==> src/rtl/clk_sel_ctrl_pkg.sv <==
// Shared constants for the clock-select controller and the 4:1 glitch-free clock mux.
// Both sides must agree on the select width, the source count and the state encodings.
package clk_sel_ctrl_pkg;

    localparam int SEL_W   = 2;
    localparam int NUM_SRC = 4;

    localparam logic [1:0] ST_IDLE   = 2'd0;
    localparam logic [1:0] ST_CHECK  = 2'd1;
    localparam logic [1:0] ST_SWITCH = 2'd2;
    localparam logic [1:0] ST_FINISH = 2'd3;

endpackage

==> src/rtl/sync_2ff.sv <==
// One-bit two-flop synchroniser with asynchronous active-low reset.
// It is also used by the reset-synchroniser blocks.
module sync_2ff (
    input  logic clk,
    input  logic rst_n,
    input  logic d_i,
    output logic q_o
);

    logic meta_q;

    // NOTE: sequential state uses non-blocking assignments so both flops sample the old values.
    always_ff @(posedge clk or negedge rst_n) begin
        if (!rst_n) begin
            meta_q <= 1'b0;
            q_o    <= 1'b0;
        end else begin
            meta_q <= d_i;
            q_o    <= meta_q;
        end
    end

endmodule

==> src/rtl/clk_sel_ctrl.sv <==
// Drives the select of the 4:1 glitch-free clock mux after the target oscillator is ready.
// Define CLK_SEL_CTRL_FALLBACK_EN to add automatic fallback to RESET_SEL when the current source dies.
module clk_sel_ctrl
    import clk_sel_ctrl_pkg::*;
#(
    parameter logic [SEL_W-1:0] RESET_SEL     = '0,
    parameter int               READY_TIMEOUT = 1024,
    parameter int               SETTLE_CYCLES = 16,
    parameter int               CNT_W         = 11
) (
    input  logic               clk,
    input  logic               rst_n,
    input  logic               req_valid,
    input  logic [SEL_W-1:0]   req_sel,
    output logic               req_ready,
    input  logic [NUM_SRC-1:0] src_rdy,
    output logic [SEL_W-1:0]   sel,
    output logic               busy,
    output logic               done,
`ifdef CLK_SEL_CTRL_FALLBACK_EN
    output logic               fallback,
`endif
    output logic               err
);

    localparam logic [CNT_W-1:0] TIMEOUT_LAST = CNT_W'(READY_TIMEOUT - 1);
    localparam logic [CNT_W-1:0] SETTLE_LAST  = CNT_W'(SETTLE_CYCLES - 1);

    logic [NUM_SRC-1:0] rdy_s;
    logic [1:0]         state_q, state_d;
    logic [CNT_W-1:0]   cnt_q, cnt_d;
    logic [SEL_W-1:0]   sel_q, sel_d;
    logic [SEL_W-1:0]   tgt_q, tgt_d;
    logic               busy_q, busy_d;
    logic               done_q, done_d;
    logic               err_q, err_d;
    logic               req_ready_q, req_ready_d;
    logic               accept;

    for (genvar i = 0; i < NUM_SRC; i++) begin : g_sync
        sync_2ff u_sync (
            .clk   (clk),
            .rst_n (rst_n),
            .d_i   (src_rdy[i]),
            .q_o   (rdy_s[i])
        );
    end

    // req_ready_q is only ever high while the FSM sits in IDLE.
    assign accept = req_valid & req_ready_q;

`ifdef CLK_SEL_CTRL_FALLBACK_EN
    logic       fb_cond, fb_trig;
    logic [1:0] fb_cnt_q, fb_cnt_d;
    logic       fallback_q, fallback_d;

    assign fb_cond = (state_q == ST_IDLE) && !rdy_s[sel_q] && (sel_q != RESET_SEL);
    assign fb_trig = fb_cond && (fb_cnt_q == 2'd3);
`endif

    // NOTE: every combinational output gets a default first, so no path can infer a latch.
    always_comb begin
        state_d = state_q;
        cnt_d   = cnt_q;
        sel_d   = sel_q;
        tgt_d   = tgt_q;
        busy_d  = busy_q;
        done_d  = 1'b0;
        err_d   = 1'b0;
`ifdef CLK_SEL_CTRL_FALLBACK_EN
        fb_cnt_d   = fb_cond ? (fb_trig ? 2'd0 : fb_cnt_q + 2'd1) : 2'd0;
        fallback_d = fallback_q;
`endif
        unique case (state_q)
            ST_IDLE: begin
                if (accept) begin
                    tgt_d   = req_sel;
                    busy_d  = 1'b1;
                    cnt_d   = '0;
                    state_d = (req_sel == sel_q) ? ST_FINISH : ST_CHECK;
`ifdef CLK_SEL_CTRL_FALLBACK_EN
                    fallback_d = 1'b0;
                end else if (fb_trig) begin
                    sel_d      = RESET_SEL;
                    busy_d     = 1'b1;
                    cnt_d      = '0;
                    fallback_d = 1'b1;
                    state_d    = ST_SWITCH;
`endif
                end
            end
            ST_CHECK: begin
                if (rdy_s[tgt_q]) begin
                    sel_d   = tgt_q;
                    cnt_d   = '0;
                    state_d = ST_SWITCH;
                end else if (cnt_q == TIMEOUT_LAST) begin
                    err_d   = 1'b1;
                    busy_d  = 1'b0;
                    state_d = ST_IDLE;
                end else begin
                    cnt_d = cnt_q + CNT_W'(1);
                end
            end
            // The mux needs sel frozen for the whole handover, even if the source drops.
            ST_SWITCH: begin
                if (cnt_q == SETTLE_LAST) begin
                    state_d = ST_FINISH;
                end else begin
                    cnt_d = cnt_q + CNT_W'(1);
                end
            end
            ST_FINISH: begin
                done_d  = 1'b1;
                busy_d  = 1'b0;
                state_d = ST_IDLE;
            end
            default: state_d = ST_IDLE;
        endcase

`ifdef CLK_SEL_CTRL_FALLBACK_EN
        // Drop ready one cycle early so a request cannot race the fallback.
        req_ready_d = (state_d == ST_IDLE) && (fb_cnt_d != 2'd3);
`else
        req_ready_d = (state_d == ST_IDLE);
`endif
    end

    always_ff @(posedge clk or negedge rst_n) begin
        if (!rst_n) begin
            state_q     <= ST_IDLE;
            cnt_q       <= '0;
            sel_q       <= RESET_SEL;
            tgt_q       <= RESET_SEL;
            busy_q      <= 1'b0;
            done_q      <= 1'b0;
            err_q       <= 1'b0;
            req_ready_q <= 1'b0;
        end else begin
            state_q     <= state_d;
            cnt_q       <= cnt_d;
            sel_q       <= sel_d;
            tgt_q       <= tgt_d;
            busy_q      <= busy_d;
            done_q      <= done_d;
            err_q       <= err_d;
            req_ready_q <= req_ready_d;
        end
    end

`ifdef CLK_SEL_CTRL_FALLBACK_EN
    always_ff @(posedge clk or negedge rst_n) begin
        if (!rst_n) begin
            fb_cnt_q   <= 2'd0;
            fallback_q <= 1'b0;
        end else begin
            fb_cnt_q   <= fb_cnt_d;
            fallback_q <= fallback_d;
        end
    end

    assign fallback = fallback_q;
`endif

    assign sel       = sel_q;
    assign busy      = busy_q;
    assign done      = done_q;
    assign err       = err_q;
    assign req_ready = req_ready_q;

endmodule

==> config.mk <==
export PLATFORM = sky130hd
export DESIGN_NAME = clk_sel_ctrl
export DESIGN_NICKNAME = d
export VERILOG_FILES = /design/src/rtl/clk_sel_ctrl_pkg.sv /design/src/rtl/sync_2ff.sv /design/src/rtl/clk_sel_ctrl.sv
export SDC_FILE = /design/constraint.sdc
export NUM_CORES = 1
export LEC_CHECK = 0
export ABC_CLOCK_PERIOD_IN_PS = 3500
export CORE_UTILIZATION = 54
export CTS_CLUSTER_DIAMETER = 60
export DETAILED_ROUTE_END_ITERATION = 8
export PLACE_DENSITY = 0.83
export SLEW_MARGIN = 20
export SYNTH_ARGS = -nofsm -noshare
export SYNTH_HDL_FRONTEND = slang
export SYNTH_SLANG_ARGS = --single-unit
==> constraint.sdc <==
create_clock -name clk -period 3.5 [get_ports clk]
set_input_delay 0.875 -clock clk [delete_from_list [all_inputs] [get_ports clk]]
set_output_delay 0.875 -clock clk [all_outputs]
set_load 0.02 [all_outputs]
==> results of run 1 <==
through the flow:
| stage | total power, uW | util [%] | cells | worst slack [ns] |
|---|---|---|---|---|
| 3_3_place_gp | 1000 | 64.3 | 169 | 0.937 |
| 4_1_cts | 1240 | 66.7 | 177 | 1.13 |
| 5_1_grt | 1330 | 66.7 | 177 | 0.971 |
| 6_report | 1230 | 66.7 | 177 | 1.13 |
| 2_1_floorplan | 886 | - | 125 | 1.52 |
| 3_5_place_dp | 1040 | 64.3 | 169 | 0.864 |
power by group:
part           switching [uW]  internal, uW  total, uW  leakage (uW)
sequential               60.3           397        457      0.000369
clock                     126          77.5        204     0.0000234
combinational             303           269        572      0.000356
total                     489           744       1230      0.000749
sequential cells by signal (all words and copies together) (netlist names):
name / cells
busy: 1
err: 1
tgt_q: 2
state_q: 2
g_sync.u_sync.q_o: 4
done: 1
g_sync.u_sync.meta_q: 4
cnt_q: 11
req_ready: 1
sel: 2
metal layers:
metal / global-route usage (%) / up-vias / routed length (um)
met5: 0 / - / 0
met4: 10.1 / 0 / 56
met3: 11.0 / 7 / 141
met2: 35.4 / 25 / 1250
met1: 28.1 / 494 / 1170
li1: - / 503 / -
worst max-delay path: stages, from the launching register on:
cell and delay [ns]:
dfrtp_1 0.41, ha_1 0.22, nand3_1 0.20, or4_4 0.58
o211ai_4 0.38, nor2_2 0.16, mux2_2 0.31
cells by family (layout without fill, tap and decap cells):
group | count (synthesis) | count (layout) | synth area share [%]
AO/OA/AOI/OAI | 31 | 31 | 17.8
XOR/XNOR | 2 | 2 | 1.22
adder cells (fa/ha/maj) | 8 | 8 | 6.98
buffers and inverters | 6 | 28 | 2.09
flip-flops | 29 | 29 | 50.6
multiplexers | 6 | 6 | 5.50
AND/OR/NAND/NOR | 43 | 43 | 15.8
worst max path at each step:
stage / from / to / slack, ns / cells after the start
5_1_grt: cnt_q[0] / cnt_q[0] / 0.97 / 6
4_1_cts: cnt_q[0] / cnt_q[0] / 1.13 / 6
2_1_floorplan: req_valid / cnt_q[2] / 1.52 / 6
3_3_place_gp: req_valid / cnt_q[9] / 0.94 / 6
6_report: cnt_q[0] / cnt_q[0] / 1.13 / 6
3_5_place_dp: req_valid / cnt_q[0] / 0.86 / 6
area by class of cell:
type | instances | share of cell area (%)
multi-input cells | 90 | 40.7
flip-flops and latches | 29 | 43.5
well taps | 30 | 2.25
clock buffers | 5 | 2.25
clock inverters | 3 | 1.35
repair buffers | 15 | 8.85
inverters | 5 | 1.13
Yosys cell counts (2+ instances only):
library cell	number	area, um2
inv_1	5	18.8
a22o_2	6	60.1
nand4_1	2	12.5
a22o_1	2	17.5
nor3_1	2	10.0
a21o_1	4	30.0
mux2_2	5	56.3
nand2_1	9	33.8
o21ai_0	4	20.0
ha_1	8	100
nor4_1	3	18.8
xor2_1	2	17.5
nor2_1	10	37.5
a21oi_1	3	15.0
dfrtp_1	29	726
o21bai_1	2	15.0
a21o_2	2	17.5
nand3_1	6	30.0
==> reports/qor.yml, run 1 <==
outcome:
  status: "complete, no violations"
timing:
  finClkSkew_ns: 0.00771
  slew_headroom_pct: 53.0
  period_minus_slack_ns: 2.37
  whs_ns: 0.357
  rsz0062_at_grt: "false"
  final.period_utilization_pct: 67.8
  slew_viol_final: 0
  tightest_slew_ns: 0.698
  fmaxAchievable_mhz: 421
  fin_setup_tns_ns: 0
  hold_viol: 0
  setup_violations: 0
critical_path:
  reg2reg_slack_ns: 1.13
  worstSetupPathType: "reg -> reg"
  crit_path_start_kind: "register"
  worstReg2RegStart: "cnt_q[0]"
  cp_max_fo: 13
  critical_path_arrival_ns: 2.60
  cp-end-kind: "register"
  r2r-end: "cnt_q[0]"
  r2r_cells: 6
  worst_ep_required_time_ns: 3.72
power:
  leakage_uw: 0.000749
  vdd_drop_max_mv: 0.541
  power_density_mw_per_mm2: 739
drt:
  first_iter_violations: 20
  firstDrtPassIters: 4
  routed_wl_mm: 2.62
  drc: 0
  final_antenna_net_count: 0
  viasPerCell: 5.81
  avgRoutedWirePerCell_um: 14.8
  num_vias: 1029
yosys:
  syn_nets: 142
  yosysUniqueCellTypes: 39
  ys_seq_area_share_pct: 50.6
  synth_flop_cell: "dfrtp_1"
  synth_cells: 125
  yosysWarnings: 0
  ys_ff_latch: 29
  async_reset_ff_share_pct: 100
  synth-edff-count: 0
  syn_avg_cell_area_um2: 11.5
  netlist_area_mm2: 0.00143
cells_and_area:
  syn_to_final_growth_pct: 16.3
  final_common_cell: "dfrtp_1"
  antennaDiodeCount: 0
  fill_cells: 185
  drive_gt1_share_pct: 21.1
  multi_input_area_um2: 678
  finalInstanceArea_mm2: 0.00167
  final_cell_mix: "29 x dfrtp_1, 14 x clkdlybuf4s50_1, 10 x nor2_1, 9 x nand2_1, 8 x ha_1"
  nNetsFinal: 163
  regArea_um2: 726
hold_path:
  hp-start: "g_sync[0].u_sync.meta_q"
  hold_end: "g_sync[0].u_sync.q_o"
  holdCritPathClass: "reg -> reg"
  hold_depth: 0
placed_design:
  routabilityCongestion: 0.869
  place_area_mm2: 0.00161
  dp_hpwl_mm: 1.98
  port_buffers: 14
cts:
  clk_latency_ns: 0.34
  cts_buffers: 5
  cts.path.max_buffers: 2
  cts_hold_buf: 0
  cts.repair.resized: 0
  tritoncts: "done"
  cts_root_buffer: "clkbuf_4"
  cts_setup_buffers: 0
  clkTransAtPathRegs_ns: 0.10
  clkSinkCount: 29
  htreeDepth: 2
global_routing:
  antenna_found_initial: 0
  grt_pass1_vias: 1003
  grt_max_degree: 30
  grt-ovfl-total: 0
  grt_usage_pct: 23.3
  grt_pass1_wl_mm: 4.53
die:
  initial_core_util_pct: 57.4
  rows: 18
  chipHeight_um: 53.5
  ios: 15
  core_mm2: 0.00250
  dieArea_mm2: 0.00287
  die_w_um: 53.5
job:
  drv_cap: 0
(Power assumes the default switching activity.)
==> inputs of run 2 (changes only) <==
Settings changed: ABC_CLOCK_PERIOD_IN_PS 3500 to 2000, CORE_UTILIZATION 54 to 50, PLACE_DENSITY 0.83 to 0.81.
Clock period 3.5 ns to 2 ns, I/O delays scaled along.
==> run 2 against run 1 <==
  * Setup slack worse by 1.1 ns
  * Via count up 17%
  * Combinational power grew to 2.5 times the previous value
  * Hold slack got worse by 0.021 ns
  * Sequential power grew 68%
  * Critical endpoint unchanged
  * Non-clock buffer count increased by 34
  * First-iteration DRC count increased by 85%
==> reports/qor.yml, run 2 (synthesized netlist as in run 1, its figures left out) <==
cells_and_area:
  final_cell_count_no_fill: 212
  drive_gt1_share_pct: 38.7
  antennaDiodeCount: 0
  final_common_cell: "buf_4"
  largest_reg_flops: 11
  nNetsFinal: 197
  final_cell_mix: "33 x buf_4, 29 x dfrtp_1, 14 x clkdlybuf4s50_1, 10 x nor2_1, 9 x nand2_1"
  fill_cells: 193
  top_regs: "cnt_q (11), g_sync.u_sync.meta_q (4), g_sync.u_sync.q_o (4)"
  max_flop_register: "cnt_q"
  syn_to_final_growth_pct: 38.7
  finalInstanceArea_mm2: 0.00199
timing:
  whs_ns: 0.336
  setup_violations: 0
  tightest_slew_ns: 0.435
  finClkSkew_ns: 0.0214
  rsz0062_at_grt: "true"
  period_minus_slack_ns: 1.99
  hold_viol: 0
  timing.final.ws_setup_ns: 0.00565
  final.period_utilization_pct: 99.7
  slew_headroom_pct: 70.6
  slew_viol_final: 0
  fmaxAchievable_mhz: 501
global_routing:
  grt_pass1_wl_mm: 5.40
  antenna_found_initial: 0
  grt_usage_pct: 23.0
  grt_max_degree: 30
  grt_pass1_vias: 1233
  grt-ovfl-total: 0
critical_path:
  worstSetupPathType: "reg -> reg"
  r2r_cells: 7
  critical_path_arrival_ns: 2.22
  cp-end-kind: "register"
  worst_ep_required_time_ns: 2.22
  cp_max_fo: 4
  crit_path_start_kind: "register"
power:
  power_density_mw_per_mm2: 1380
  power_uw: 2740
  vdd_drop_max_mv: 1.11
  leakage_uw: 0.000943
drt:
  num_vias: 1209
  firstDrtPassIters: 4
  routed_wl_mm: 3.37
  avgRoutedWirePerCell_um: 15.9
  viasPerCell: 5.70
  final_antenna_net_count: 0
  drc: 0
  first_iter_violations: 37
cts:
  tritoncts: "done"
  cts_buffers: 5
  clk_latency_ns: 0.35
  clkSinkCount: 29
  cts.path.max_buffers: 2
  cts_root_buffer: "clkbuf_4"
  htreeDepth: 2
  clkTransAtPathRegs_ns: 0.11
job:
  drv_cap: 0
outcome:
  status: "complete, no violations"
die:
  ios: 15
  rows: 19
  dieArea_mm2: 0.00309
  chipHeight_um: 55.6
  core_mm2: 0.00273
  die_w_um: 55.6
  initial_core_util_pct: 52.4
placed_design:
  port_buffers: 14
  dp_hpwl_mm: 2.30
  place_area_mm2: 0.00183
  routabilityCongestion: 0.868
  post-place-ws_ns: -0.124
  numPlacedInstances: 200
hold_path:
  hold_depth: 0
  holdCritPathClass: "reg -> reg"
run 2: changes by cell type in the layout (fill, tap and decap cells not counted), sizes merged:
cell,change
clkinvlp,-2
clkbuf,+1
bufinv,+1
buf,+34
run 2: area by class of cell:
| class | instances | area (um2) | share of cell area, % |
|---|---|---|---|
| clock buffer | 6 | 51.3 | 2.58 |
| clock inverter | 2 | 37.5 | 1.89 |
| multi-input combinational | 90 | 706 | 35.5 |
| tap | 31 | 38.8 | 1.95 |
| timing repair buffer | 49 | 410 | 20.6 |
| inverter | 5 | 18.8 | 0.944 |
| sequential | 29 | 726 | 36.5 |
run 2: critical path: stages (launching register included):
cell and delay (ns):
dfrtp_1 0.37, ha_2 0.19, nand3_2 0.07, or4_4 0.56, o211ai_4 0.25, nor2_4 0.06
buf_6 0.12, mux2_4 0.25
run 2: worst paths after layout:
kind	from	end	slack [ns]
worst max-delay path	cnt_q[0]	cnt_q[0]	0.006
worst min-delay path	g_sync[3].u_sync.meta_q	g_sync[3].u_sync.q_o	0.34
worst max register to register	cnt_q[0]	cnt_q[0]	0.006
worst min register to register	g_sync[3].u_sync.meta_q	g_sync[3].u_sync.q_o	0.34
max in group asynchronous	rst_n	cnt_q[7]	1.19
min in group asynchronous	rst_n	done	0.51
run 2: per-layer routing:
metal	part of all wire [%]	vias to the layer above	track usage [%]
met5	0	-	0
met4	1.5	0	9.64
met3	3.8	6	5.15
met2	51	23	39.6
met1	43	610	27.8
li1	-	570	-
run 2: metrics by stage:
stage	setup TNS [ns]	util (%)
3_3_place_gp	-0.422	67.1
3_5_place_dp	-0.949	67.1
5_1_grt	-0.347	72.7
2_1_floorplan	0	-
6_report	0	72.7
4_1_cts	0	71.2
run 2: power by group:
| group | internal [uW] | switching [uW] | leakage [uW] |
|---|---|---|---|
| Combinational | 762 | 689 | 0.000529 |
| Sequential | 694 | 74.7 | 0.000369 |
| Clock | 297 | 218 | 0.0000445 |
| Total | 1750 | 982 | 0.000943 |
run 2: repair_timing:
item	in CTS	in global routing
setup endpoints to repair	10	8
hold buffers	0	0
pin swaps	1	5
setup buffers	3	1
gates resized for setup	1	9
endpoints found under the hold margin	0	0
cloned	0	0
